==> src/rtl/control_pid_mc.sv <==
// Multi-channel incremental PID with one shared multiplier: u = sat(u1 + (c1*e + c2*e1 + c3*e2) >>> FRAC).
// Latency 6 cycles strobe->dataf_oo, 1 sample per 7 cycles; no backpressure, strobes while busy are dropped and flagged.
module control_pid_mc #(
    parameter int DW   = 8,
    parameter int CW   = 8,
    parameter int OW   = 16,
    parameter int FRAC = 0,
    parameter int NCH  = 2,
    localparam int CHW = (NCH > 1) ? $clog2(NCH) : 1
) (
    input  logic                 clk_i,
    input  logic                 reset,
    input  logic                 dataf_i,
    input  logic [CHW-1:0]       ch_i,
    input  logic [DW-1:0]        ref_i,
    input  logic [DW-1:0]        y_k_i,
    input  logic signed [CW-1:0] coeff_1,
    input  logic signed [CW-1:0] coeff_2,
    input  logic signed [CW-1:0] coeff_3,
    output logic signed [OW-1:0] servo_o,
    output logic [CHW-1:0]       ch_o,
    output logic                 dataf_oo,
    output logic                 busy_o,
    output logic                 sat_o,
    output logic                 overrun_o
);
    localparam int EW = DW + 1;
    localparam int PW = CW + DW + 1;
    localparam int AW = OW + FRAC + 4;
    localparam int TW = AW + 1;
    localparam logic signed [OW-1:0] OMAX = {1'b0, {(OW-1){1'b1}}};
    localparam logic signed [OW-1:0] OMIN = {1'b1, {(OW-1){1'b0}}};

    typedef enum logic [2:0] {
        S_IDLE, S_ERR, S_MAC0, S_MAC1, S_MAC2, S_SAT, S_OUT
    } state_t;

    state_t                r_state;
    logic [CHW-1:0]        r_ch;
    logic [DW-1:0]         r_ref;
    logic [DW-1:0]         r_y;
    logic signed [CW-1:0]  r_c1, r_c2, r_c3;
    logic signed [EW-1:0]  r_e, r_e1, r_e2;
    logic signed [OW-1:0]  r_u1;
    logic signed [AW-1:0]  r_acc;
    logic signed [EW-1:0]  r_hist_e1 [NCH];
    logic signed [EW-1:0]  r_hist_e2 [NCH];
    logic signed [OW-1:0]  r_hist_u1 [NCH];

    logic                  w_ch_ok;
    logic signed [EW-1:0]  w_e;
    logic signed [CW-1:0]  w_mul_c;
    logic signed [EW-1:0]  w_mul_e;
    logic signed [PW-1:0]  w_prod;
    logic signed [AW-1:0]  w_acc_nxt;
    logic signed [AW-1:0]  w_acc_sh;
    logic signed [TW-1:0]  w_t;
    logic                  w_sat_hi, w_sat_lo;
    logic signed [OW-1:0]  w_clamped;

    assign w_ch_ok = (32'(ch_i) < NCH);
    assign w_e     = $signed({1'b0, r_ref}) - $signed({1'b0, r_y});

    // Single multiplier shared across the three MAC states.
    always_comb begin
        w_mul_c = r_c1;
        w_mul_e = r_e;
        case (r_state)
            S_MAC1: begin
                w_mul_c = r_c2;
                w_mul_e = r_e1;
            end
            S_MAC2: begin
                w_mul_c = r_c3;
                w_mul_e = r_e2;
            end
            default: ;
        endcase
    end

    assign w_prod    = PW'(w_mul_c) * PW'(w_mul_e);
    assign w_acc_nxt = r_acc + AW'(w_prod);
    assign w_acc_sh  = r_acc >>> FRAC;
    assign w_t       = TW'(r_u1) + TW'(w_acc_sh);
    assign w_sat_hi  = (w_t > TW'(OMAX));
    assign w_sat_lo  = (w_t < TW'(OMIN));
    assign w_clamped = w_sat_hi ? OMAX : (w_sat_lo ? OMIN : w_t[OW-1:0]);

    always_ff @(posedge clk_i) begin
        if (reset) begin
            r_state   <= S_IDLE;
            r_ch      <= '0;
            r_ref     <= '0;
            r_y       <= '0;
            r_c1      <= '0;
            r_c2      <= '0;
            r_c3      <= '0;
            r_e       <= '0;
            r_e1      <= '0;
            r_e2      <= '0;
            r_u1      <= '0;
            r_acc     <= '0;
            servo_o   <= '0;
            ch_o      <= '0;
            dataf_oo  <= 1'b0;
            busy_o    <= 1'b0;
            sat_o     <= 1'b0;
            overrun_o <= 1'b0;
            for (int i = 0; i < NCH; i++) begin
                r_hist_e1[i] <= '0;
                r_hist_e2[i] <= '0;
                r_hist_u1[i] <= '0;
            end
        end else begin
            dataf_oo <= 1'b0;
            if (dataf_i && (r_state != S_IDLE)) begin
                overrun_o <= 1'b1;
            end
            case (r_state)
                S_IDLE: begin
                    if (dataf_i && w_ch_ok) begin
                        r_ch    <= ch_i;
                        r_ref   <= ref_i;
                        r_y     <= y_k_i;
                        r_c1    <= coeff_1;
                        r_c2    <= coeff_2;
                        r_c3    <= coeff_3;
                        busy_o  <= 1'b1;
                        r_state <= S_ERR;
                    end
                end
                S_ERR: begin
                    r_e     <= w_e;
                    r_e1    <= r_hist_e1[r_ch];
                    r_e2    <= r_hist_e2[r_ch];
                    r_u1    <= r_hist_u1[r_ch];
                    r_acc   <= '0;
                    r_state <= S_MAC0;
                end
                S_MAC0: begin
                    r_acc   <= w_acc_nxt;
                    r_state <= S_MAC1;
                end
                S_MAC1: begin
                    r_acc   <= w_acc_nxt;
                    r_state <= S_MAC2;
                end
                S_MAC2: begin
                    r_acc   <= w_acc_nxt;
                    r_state <= S_SAT;
                end
                S_SAT: begin
                    // Result registers load on entry to OUT so they are visible during the OUT cycle.
                    servo_o  <= w_clamped;
                    sat_o    <= w_sat_hi | w_sat_lo;
                    ch_o     <= r_ch;
                    dataf_oo <= 1'b1;
                    r_state  <= S_OUT;
                end
                S_OUT: begin
                    r_hist_u1[r_ch] <= servo_o;
                    r_hist_e2[r_ch] <= r_e1;
                    r_hist_e1[r_ch] <= r_e;
                    busy_o          <= 1'b0;
                    r_state         <= S_IDLE;
                end
                default: r_state <= S_IDLE;
            endcase
        end
    end
endmodule

==> config.mk <==
export PLATFORM = sky130hd
export DESIGN_NAME = control_pid_mc
export DESIGN_NICKNAME = d
export VERILOG_FILES = /design/src/rtl/control_pid_mc.sv
export SDC_FILE = /design/constraint.sdc
export NUM_CORES = 1
export LEC_CHECK = 0
export CAP_MARGIN = 10
export CORE_UTILIZATION = 35
export CTS_CLUSTER_DIAMETER = 200
export DETAILED_ROUTE_END_ITERATION = 10
export GPL_TIMING_DRIVEN = 0
export PLACE_DENSITY = 0.49
export SLEW_MARGIN = 0
export SYNTH_ARGS = -nofsm -noshare
export SYNTH_HDL_FRONTEND = slang
export SYNTH_SLANG_ARGS = --single-unit
==> constraint.sdc <==
create_clock -name clk_i -period 8.2 [get_ports clk_i]
set_clock_uncertainty 0.1 [all_clocks]
set_input_delay 1.64 -clock clk_i [delete_from_list [all_inputs] [get_ports clk_i]]
set_output_delay 1.64 -clock clk_i [all_outputs]
set_load 0.03 [all_outputs]
After elaboration in Yosys (flattened, before gate mapping)
Memory sizes are Yosys's and may differ from the RTL's. A register that Yosys moved wholly into a read port is not among the register bits. Index checks and enable logic that the tools add are counted.

Add/subtract/negate cells: 3. Divide/modulo/power cells: 0. Shifts and indexed selects: 0. Eq/ne operators: 7. Bitwise operators: 1. $lt $le $gt $ge: 2. Multiplexer cells: 24. Reduce and logical (&&, ||, !) cells: 11. $mul: 1.

Operator list (number): 16-bit two-way mux (3); 20-bit case mux with 2 select lines (1); 16-bit by 20-bit adder with 21-bit output (1); 21-bit by 16-bit > comparator with 1-bit output (second input constant) (1); 21-bit by 16-bit less-than comparator with 1-bit output (second input constant) (1); 20-bit by 17-bit adder with 20-bit output (1); 9-bit two-way mux (2); 3-bit case mux with 6 select lines (1); 9-bit case mux with 2 select lines (1); 9-bit OR reduction (2); 8-bit by 9-bit multiplier with 17-bit output (1); 8-bit case mux with 2 select lines (1); 16-bit OR reduction (1); 1-bit two-way mux (13); 3-bit == test (second input constant) (3); 8-bit by 8-bit subtractor with 9-bit output (1); 3-bit by 2-bit == test with 1-bit output (second input constant) (2); 2-bit AND reduction (2); 2-bit nonzero test (2); 3-bit by 1-bit == test with 1-bit output (second input constant) (1); 3-bit zero test (1); 3-bit two-way mux (1); 3-bit nonzero test (1); 3-bit OR reduction (1); 4 further kinds (4).

ROM bits: 0. Word-level logic and storage cells: 67. Flip-flop bits (word level): 94. Memories kept: 3. Bits in latches: 0. RAM bits: 68.

Memory list: r_hist_u1 (words 2, width 16, rd ports 1, clocked after Yosys merged registers in 1, write ports 2, line 48) `logic signed [OW-1:0] r_hist_u1 [NCH];`; r_hist_e1 (words 2, width 9, rd ports 1, clocked after Yosys merged registers in 1, write ports 2, line 46) `logic signed [EW-1:0] r_hist_e1 [NCH];`; r_hist_e2 (words 2, width 9, rd ports 1, clocked after Yosys merged registers in 1, write ports 2, line 47) `logic signed [EW-1:0] r_hist_e2 [NCH];`.

Logic depth before layout (Yosys ltp)
Gate-level depths: netlist (run 1).

Depth after elaboration: 6. Mapped depth: 28.

Worst setup path before layout (run 1)
No wires, ideal clock.

Path kind: register to register. Start point: reg r_state[1]. End point: reg r_acc[19]. Period minus slack after synthesis: 6.462 ns. Data required time: 7.968 ns. Slack: 1.738 ns. Data arrival time: 6.229 ns. Cell stages (with the launch flop): 22. Setup time: 0.132 ns. Cell sequence: dfxtp_1 -> clkbuf_1 -> nor2b_1 -> nand2_1 -> clkbuf_1 -> mux2i_1 -> o21ai_1 -> and2_1 -> fa_1 -> fa_1 -> fa_1 -> fa_1 -> ha_1 -> ha_1 -> a21o_1 -> a21oi_1 -> o21ai_0 -> or3_1 -> o21a_1 -> o211ai_1 -> mux2i_1 -> a21oi_1.

Word-level cells in the longest chain between the ends: 5. Elaborated cells between the ends (all ways): 11. Classes of those cells: 1 x add/sub; 1 x mul; 4 x eq/ne; 3 x mux; 2 x reduce/logical.

Ends and longest elaborated chain: start: declaration (line 38) `state_t r_state;`; start signal: assignment (line 91) `r_state <= S_IDLE;`; start signal: assignment (line 129) `r_state <= S_ERR;`; start signal: assignment (line 138) `r_state <= S_MAC0;`; 3-bit == test or 3-bit by 2-bit == test with 1-bit output (tied branches) (line 68, 119); 8-bit case mux with 2 select lines or 9-bit case mux with 2 select lines (tied branches) (line 68) `case (r_state)`; 8-bit by 9-bit multiplier with 17-bit output (line 81) `assign w_prod = PW'(w_mul_c) * PW'(w_mul_e);`; 20-bit by 17-bit adder with 20-bit output (line 82) `assign w_acc_nxt = r_acc + AW'(w_prod);`; 20-bit case mux with 2 select lines (line 119) `case (r_state)`; end signal: assignment (line 141) `r_acc <= w_acc_nxt;`; end signal: assignment (line 145) `r_acc <= w_acc_nxt;`; end signal: assignment (line 149) `r_acc <= w_acc_nxt;`; end: declaration (line 45) `logic signed [AW-1:0] r_acc;`.

Parallel ways exist; a longest one is shown, timed or not. A chain may end at the register's enable or synchronous reset.

Final worst setup path (run 1)
Start point: reg r_state[1]. End point: reg r_acc[14].

Same word-level chain as after synthesis.

==> flow_summary.ini, run 1 <==
[outcome]
outcome = finished, final reports clean

[global_routing]
grt_pass1_vias = 9925
grt_pass1_wl_um = 57200
track_usage_pct = 20.1
grt_max_degree = 35
grt_overflow = 0
antenna_found_initial = 0

[timing]
tightest_slew_ps = 1150
max_freq_ghz = 0.131
layout_worst_path_cycle_share_pct = 92.8
setup_violations = 0
min_period_ps = 7610
drv_slew = 0
hold_viol_final = 0
rsz0062_at_grt = no
tns_ps = 0
whs_ps = 356
slew_headroom_pct = 23.4

[yosys]
yosysMostFrequentCell = nand2_1
yosysSeqAreaShare_pct = 35.8
ys.flop_type = dfxtp_1
yosysTopAreaCell = dfxtp_1
ys_seq_elements = 196
synthArstFlopShare_pct = 0
synthCells = 1367
syn_area_per_cell_sq_um = 9.41
yosys_warnings = 0
synth_cell_types = 63
synth_edf_count = 68
synth.top_cell.area_share_pct = 19.9
netlist_area_sq_um = 12900
synthesis.nets = 1578
yosys-top-cells-area = dfxtp_1, edfxtp_1, fa_1, ha_1, nand2_1
synth.top_cells.by_count = nand2_1, nor2_1, dfxtp_1, inv_1, a21oi_1

[power]
power.density_nw_per_um2 = 173
peakVddDrop_uv = 152
p_leak_nw = 6.07

[worst_setup_path]
arrival_ps = 7860
path_buf_inv = 5
critPathLaunchType = register
crit_path_end_kind = register
r2r_slack_ps = 590
cpPeakStageDelay_ps = 900
path_max_fanout = 10
worst_path_most_repeated_cell = fa_1
critical_path_required_ps = 8450
critPathSlowestCell = a21oi_1
critical-path-top-delay-family = adder cells
crit_type = register to register
worstPathCellList = clkbuf_1, nor2b_1, nand2_1, clkbuf_1, nand2_1, a21oi_1, a21oi_1, nand2b_1, fa_1, fa_1, inv_1, fa_1, fa_1, inv_1, fa_1, inv_1, ha_1, o21a_1, o21ai_0, a211oi_1, o21a_1, o21a_1, o21a_1, o41ai_1

[clock_network]
cts_sinks = 196
clk_latency_ps = 460
cts-root-buf = clkbuf_16
cts_tree = built
clockBufferDepth = 2
cts.htree.levels = 4
cts.reportedPaths.clkPinSlew_ps = 70
cts_buffers = 17

[min_path]
hp-class = register to register

[layout]
utilization_pct = 41.0
final_cell_area_sq_um = 14700
nets = 1662
antennaDiodeCount = 0
drive_gt1_share_pct = 4.99
areaGrowthSynthToFinish_pct = 14.3

[floorplanning]
fp.dieW_um = 194
fp.dieH_um = 194
initial_core_util_pct = 35.8
dieArea_sq_um = 37500
core_area_sq_um = 35900
io_pins = 65
row_count = 69

[route]
drcViolationCount = 0
initialDrtViolationCount = 566
vias = 9727
route.antenna.remaining_nets = 0
first_pass_iters = 5
drt_wl_total_um = 36300
drt-vias-per-instance = 5.05
routedWlPerCell_um = 18.8

[placement]
hpwl_um = 28300
portBuffers = 63
gp_congestion = 0.850
placed_cell_area_sq_um = 14100

[flow_run]
max_cap_violations = 0
registers in the layout, indices dropped and copies added, names as in the netlist, 3 cells and up:
register,count
r_acc,20
r_c1,8
r_c2,8
r_c3,8
r_e,9
r_e1,9
r_e2,9
r_hist_e1,18
r_hist_e2,18
r_hist_u1,32
r_ref,8
r_state,3
r_u1,16
r_y,8
servo_o,16
where the power goes:
part	leakage, nW	internal (mW)	switching (mW)
Clock	0.289	0.443	0.432
Combinational	4.04	0.214	0.346
Sequential	1.75	1.06	0.0474
layer usage:
metal	GRT usage (%)	vias up	wire length, um	part of all wire (%)
li1	-	4789	-	-
met1	26.8	4696	17200	47
met2	33.4	198	16800	46
met3	2.90	44	1230	3.4
met4	7.05	0	989	2.7
met5	0	-	0	0
cell usage in the layout (no fill, tap or decap), types with 16 or more instances in the layout:
master,instances
clkbuf_1,56
a21o_1,19
edfxtp_1,68
xnor2_1,20
dfxtp_1,128
nand2_1,161
clkbuf_16,17
a211oi_1,43
inv_1,122
or3_1,16
clkdlybuf4s50_1,63
fa_1,93
ha_1,74
mux2i_1,38
nor2_1,148
o21ai_0,18
and2_1,73
a21oi_1,106
nor3_1,20
cell families after synthesis:
kind of cell	count (synthesis)	share of synthesized area [%]
and+or+nand+nor	482	17.5
AOI/OAI and AO/OA	268	14.6
xor gates and xnor gates	28	1.91
DFF	196	35.8
muxes	38	2.96
adders and majority gates	167	21.7
buffers and inverters	188	5.59
worst reg2reg max path, cell delays in order, from the launching register on:
cell and delay, ps:
dfxtp_1 310, clkbuf_1 300, nor2b_1 310, nand2_1 280, clkbuf_1 340, nand2_1 140, a21oi_1 70, a21oi_1 900
nand2b_1 240, fa_1 450, fa_1 540, inv_1 50, fa_1 500, fa_1 550, inv_1 50, fa_1 490
inv_1 40, ha_1 340, o21a_1 150, o21ai_0 350, a211oi_1 190, o21a_1 220, o21a_1 180, o21a_1 160
o41ai_1 270
through the flow:
stage          instances  setup slack (ps)  power (mW)
3_3_place_gp        1891               209        1.69
2_1_floorplan       1367              1740        1.51
4_1_cts             1924               221        2.57
3_5_place_dp        1892               249        1.69
6_report            1925               591        2.54
5_1_grt             1925              81.0        2.68
final cells by class:
| cell class | count | area, sq um |
|---|---|---|
| fillers | 3608 | 21200 |
| multi-input cells | 983 | 7560 |
| flip-flops and latches | 196 | 4600 |
| repair buffers | 65 | 646 |
| well taps | 461 | 577 |
| inverters | 122 | 458 |
| clock buffers | 18 | 439 |
| plain buffers | 66 | 262 |
| clock inverters | 14 | 166 |
worst paths after layout:
check | to | depth (start not counted) | startpoint
min reg2reg | r_y[2] | 2 | r_y[2]
max | r_acc[14] | 24 | r_state[1]
min | r_y[2] | 2 | r_y[2]
max reg2reg | r_acc[14] | 24 | r_state[1]
what timing repair did:
| item | CTS | global route |
|---|---|---|
| hold buffers | 0 | 0 |
| resized for setup | 0 | 1 |
| buffers inserted | 0 | 0 |
| endpoints found under the setup margin | 0 | 1 |
(Power assumes the default switching activity.)
==> inputs of run 2 (changes only) <==
Settings changed: CTS_BUF_LIST from default to sky130_fd_sc_hd__clkbuf_4 sky130_fd_sc_hd__clkbuf_8, CTS_CLUSTER_SIZE from default to 28.
Clock period 8.2 ns to 7.65 ns, I/O delays scaled along.
==> flow_summary.ini, run 2 (same netlist as run 1, synthesis figures left out) <==
[outcome]
outcome = finished, final reports clean

[route]
initialDrtViolationCount = 577
route.antenna.remaining_nets = 0
vias = 9706
first_pass_iters = 5
drt_wl_total_um = 36200
drt-vias-per-instance = 5.04
routedWlPerCell_um = 18.8
drcViolationCount = 0

[layout]
largest_register = r_hist_u1
largest_reg_flops = 32
final_common_cell = nand2_1
fillCellCount = 3630
final_cells = 1924
largestRegisters = r_hist_u1: 32 flops, r_acc: 20 flops
final_cell_mix = nand2_1, nor2_1, dfxtp_1
antennaDiodeCount = 0
nets = 1661
areaGrowthSynthToFinish_pct = 13.0
final_cell_area_sq_um = 14500
utilization_pct = 40.5
drive_gt1_share_pct = 5.54

[min_path]
hp-class = register to register

[global_routing]
grt_pass1_wl_um = 57000
grt_overflow = 0
grt_pass1_vias = 9888
track_usage_pct = 20.0
grt_max_degree = 35
antenna_found_initial = 0

[clock_network]
cts.reportedPaths.clkPinSlew_ps = 100
clk_latency_ps = 520
cts.htree.levels = 4
cts_tree = built
cts-root-buf = clkbuf_8
clockBufferDepth = 2
cts_buffers = 17
cts_setup_buffers = 0
holdBufCountCts = 0
cts_sinks = 196

[timing]
tightest_slew_ps = 1070
max_freq_ghz = 0.140
whs_ps = 361
setup_violations = 0
layout_worst_path_cycle_share_pct = 93.7
rsz0062_at_grt = no
min_period_ps = 7170
hold_viol_final = 0
slew_headroom_pct = 28.7
drv_slew = 0

[worst_setup_path]
arrival_ps = 7470
crit_end = r_acc[14]
critPathLaunchType = register
r2r_cells = 25
startpoint = r_state[1]
reg2reg_to = r_acc[14]
rr_startpoint = r_state[1]
crit_type = register to register
r2r_slack_ps = 480
crit_path_end_kind = register
path_max_fanout = 10
critical_path_required_ps = 7960

[floorplanning]
initial_core_util_pct = 35.8
fp.dieH_um = 194
io_pins = 65
fp.dieW_um = 194
core_area_sq_um = 35900
row_count = 69
dieArea_sq_um = 37500

[placement]
portBuffers = 63
placed_cells = 1892
gp_congestion = 0.850
hpwl_um = 28300
placed_cell_area_sq_um = 14100

[power]
power.density_nw_per_um2 = 172
power_mw = 2.51
p_leak_nw = 5.99
peakVddDrop_uv = 130

[flow_run]
max_cap_violations = 0
## run 2: changes by cell type in the layout (fill, tap and decap cells not counted), sizes merged
cell,before,now
buf,11,10
## run 2: routing by layer
| layer | GRT usage (%) | wire [um] | vias to the layer above |
|---|---|---|---|
| li1 | - | - | 4784 |
| met1 | 26.8 | 17200 | 4699 |
| met2 | 33.1 | 16800 | 185 |
| met3 | 3.10 | 1280 | 38 |
| met4 | 6.52 | 1000 | 0 |
| met5 | 0 | 0 | - |
## run 2: per-stage QoR
stage	TNS, ps	setup slack [ps]
3_5_place_dp	-697	-301
6_report	0	485
4_1_cts	0	53.0
5_1_grt	0	1.10
3_3_place_gp	-803	-341
2_1_floorplan	0	1190
## run 2: report_power, final
part | switching, mW | total, mW | leakage, nW | internal, mW
combinational | 0.373 | 0.602 | 4.04 | 0.230
clock | 0.436 | 0.718 | 0.202 | 0.282
sequential | 0.0512 | 1.19 | 1.75 | 1.14
## run 2: worst max-delay path: stages (launching register included)
cell and delay [ps]:
dfxtp_1 320, clkbuf_1 290, nor2b_1 310, and2_1 160
clkbuf_1 330, clkbuf_2 330, nand2_1 80, a21oi_1 230
a21oi_1 170, or2_2 370, fa_1 470, fa_1 490
inv_1 50, fa_1 500, fa_1 550, inv_1 50
fa_1 490, inv_1 40, ha_1 340, o21a_1 150
o21ai_1 250, a211oi_1 160, o21a_1 210, o21a_1 180
o21a_1 160, o41ai_1 270
## run 2: cell type report
type / count / area [sq um] / area share [%]
Multi-Input combinational cell: 983 / 7590 / 52.2
Buffer: 66 / 264 / 1.82
Clock inverter: 14 / 166 / 1.14
Sequential cell: 196 / 4600 / 31.7
Timing Repair Buffer: 64 / 638 / 4.39
Clock buffer: 18 / 248 / 1.70
Inverter: 122 / 458 / 3.15
Tap cell: 461 / 577 / 3.97
## run 2: worst min-delay path by stage
stage                  from       to  depth (start not counted)
finish               r_y[2]   r_y[2]                          2
global route        r_c3[3]  r_c3[3]                          2
CTS                 r_c3[1]  r_c3[1]                          2
detailed placement  r_c3[3]  r_c3[3]                          2
global placement    r_c3[2]  r_c3[2]                          2
floorplan           r_c1[4]  r_c1[4]                          2
## run 2: timing repair
action | 4_1_cts | 5_1_grt
gates resized for setup | 3 | 12
pin swaps | 0 | 0
setup endpoints to repair | 6 | 9
==> inputs of run 3 (changes only) <==
Clock period 7.65 ns to 9.05 ns, I/O delays scaled along.
==> flow_summary.ini, run 3 (same netlist as run 1, synthesis figures left out) <==
[timing]
min_period_ps = 7790
max_freq_ghz = 0.128
drv_slew = 0
rsz0062_at_grt = no
tns_ps = 0
layout_worst_path_cycle_share_pct = 86.1
hold_viol_final = 0
setup_violations = 0
slew_headroom_pct = 22.2
tightest_slew_ps = 1170

[route]
vias = 9695
drt_wl_total_um = 36200
routedWlPerCell_um = 18.8
initialDrtViolationCount = 629
drcViolationCount = 0
route.antenna.remaining_nets = 0
first_pass_iters = 5
drt-vias-per-instance = 5.04

[layout]
largest_register = r_hist_u1
fillCellCount = 3634
antennaDiodeCount = 0
final_cell_mix = nand2_1, nor2_1, dfxtp_1
largestRegisters = r_hist_u1: 32 flops, r_acc: 20 flops
areaGrowthSynthToFinish_pct = 12.8
nets = 1662
final_common_cell = nand2_1
drive_gt1_share_pct = 4.92
largest_reg_flops = 32

[clock_network]
cts_tree = built
clockBufferDepth = 2
clk_latency_ps = 520
post_cts_resized = 0
cts_setup_buffers = 0
cts-root-buf = clkbuf_8
cts.htree.levels = 4
cts_buffers = 17
holdBufCountCts = 0
cts.reportedPaths.clkPinSlew_ps = 110
cts_sinks = 196

[min_path]
hp-class = register to register

[global_routing]
track_usage_pct = 20.0
grt_overflow = 0
antenna_found_initial = 0
met2_usage_pct = 33.1
grt_max_degree = 35
grt_pass1_wl_um = 57000
busiest_layer = met2
grtUsageMet3_pct = 3.10
grt_pass1_vias = 9888
grt.met1_usage_pct = 26.8

[worst_setup_path]
crit_type = register to register
path_max_fanout = 11
critical_path_required_ps = 9330
cpPeakStageDelay_ps = 780
arrival_ps = 8080
path_buf_inv = 2
r2r_slack_ps = 1260
critical-path-top-delay-family = adder cells
worst_path_most_repeated_cell = fa_1
critPathLaunchType = register
crit_path_end_kind = register
critPathSlowestCell = o21ai_1
worstPathCellList = clkbuf_1, nor2b_1, nand2_1, clkbuf_1, mux2i_1, o21ai_1, and2_1, fa_1, fa_1, fa_1, fa_1, ha_1, ha_1, a21o_1, a21oi_1, o21ai_0, or3_1, o21a_1, o211ai_1, mux2i_1, a21oi_1

[floorplanning]
initial_core_util_pct = 35.8
dieArea_sq_um = 37500
core_area_sq_um = 35900
row_count = 69
io_pins = 65
fp.dieH_um = 194
fp.dieW_um = 194

[power]
power.density_nw_per_um2 = 146
peakVddDrop_uv = 109
p_leak_nw = 5.98
power_mw = 2.12

[outcome]
outcome = finished, final reports clean

[flow_run]
max_cap_violations = 0

[placement]
portBuffers = 63
hpwl_um = 28300
gp_congestion = 0.850
run 3: cell count changes in the layout (fill, tap and decap cells not counted), sizes merged:
cell  previous run  this run
buf             10        11
run 3: where the power goes:
group / total [mW] / internal, mW / switching, mW
Combinational: 0.507 / 0.193 / 0.314
Sequential: 1.00 / 0.960 / 0.0429
Clock: 0.609 / 0.239 / 0.370
Total: 2.12 / 1.39 / 0.727
run 3: through the flow:
step | cells | instance area, sq um | utilization, % | hold slack [ps] | setup WS [ps]
6_report | 1925 | 14500 | 40.4 | 361 | 1260
5_1_grt | 1925 | 14500 | 40.4 | 380 | 741
4_1_cts | 1924 | 14500 | 40.4 | 363 | 1070
3_3_place_gp | 1891 | 14100 | 39.2 | 343 | 1060
2_1_floorplan | 1367 | 12900 | - | 336 | 2590
3_5_place_dp | 1892 | 14100 | 39.2 | 347 | 1100
run 3: cell type report:
cell class | count | area, sq um | share of cell area [%]
flip-flops and latches | 196 | 4600 | 31.7
multi-input cells | 983 | 7560 | 52.1
inverters | 122 | 458 | 3.15
clock buffers | 18 | 248 | 1.71
plain buffers | 66 | 262 | 1.80
well taps | 461 | 577 | 3.97
repair buffers | 65 | 646 | 4.45
clock inverters | 14 | 166 | 1.15
run 3: final timing paths:
kind | to | startpoint | cells after the start
setup / recovery | r_acc[19] | r_state[1] | 21
hold / removal | r_y[2] | r_y[2] | 2
setup reg to reg | r_acc[19] | r_state[1] | 21
hold reg to reg | r_y[2] | r_y[2] | 2
run 3: worst register-to-register path: cells and delay by family (launching register included):
kind                       cells  cell delay (ps)
and+or+nand+nor                4             1710
buffers and inverters          2              630
adders and majority gates      6             2690
AOI/OAI and AO/OA              7             1810
DFF                            1              320
muxes                          2              420
run 3: routing by layer:
layer | share of wire [%] | vias up
met5 | 0 | -
met1 | 47 | 4673
met2 | 46 | 200
met4 | 2.8 | 0
met3 | 4.0 | 39
li1 | - | 4783
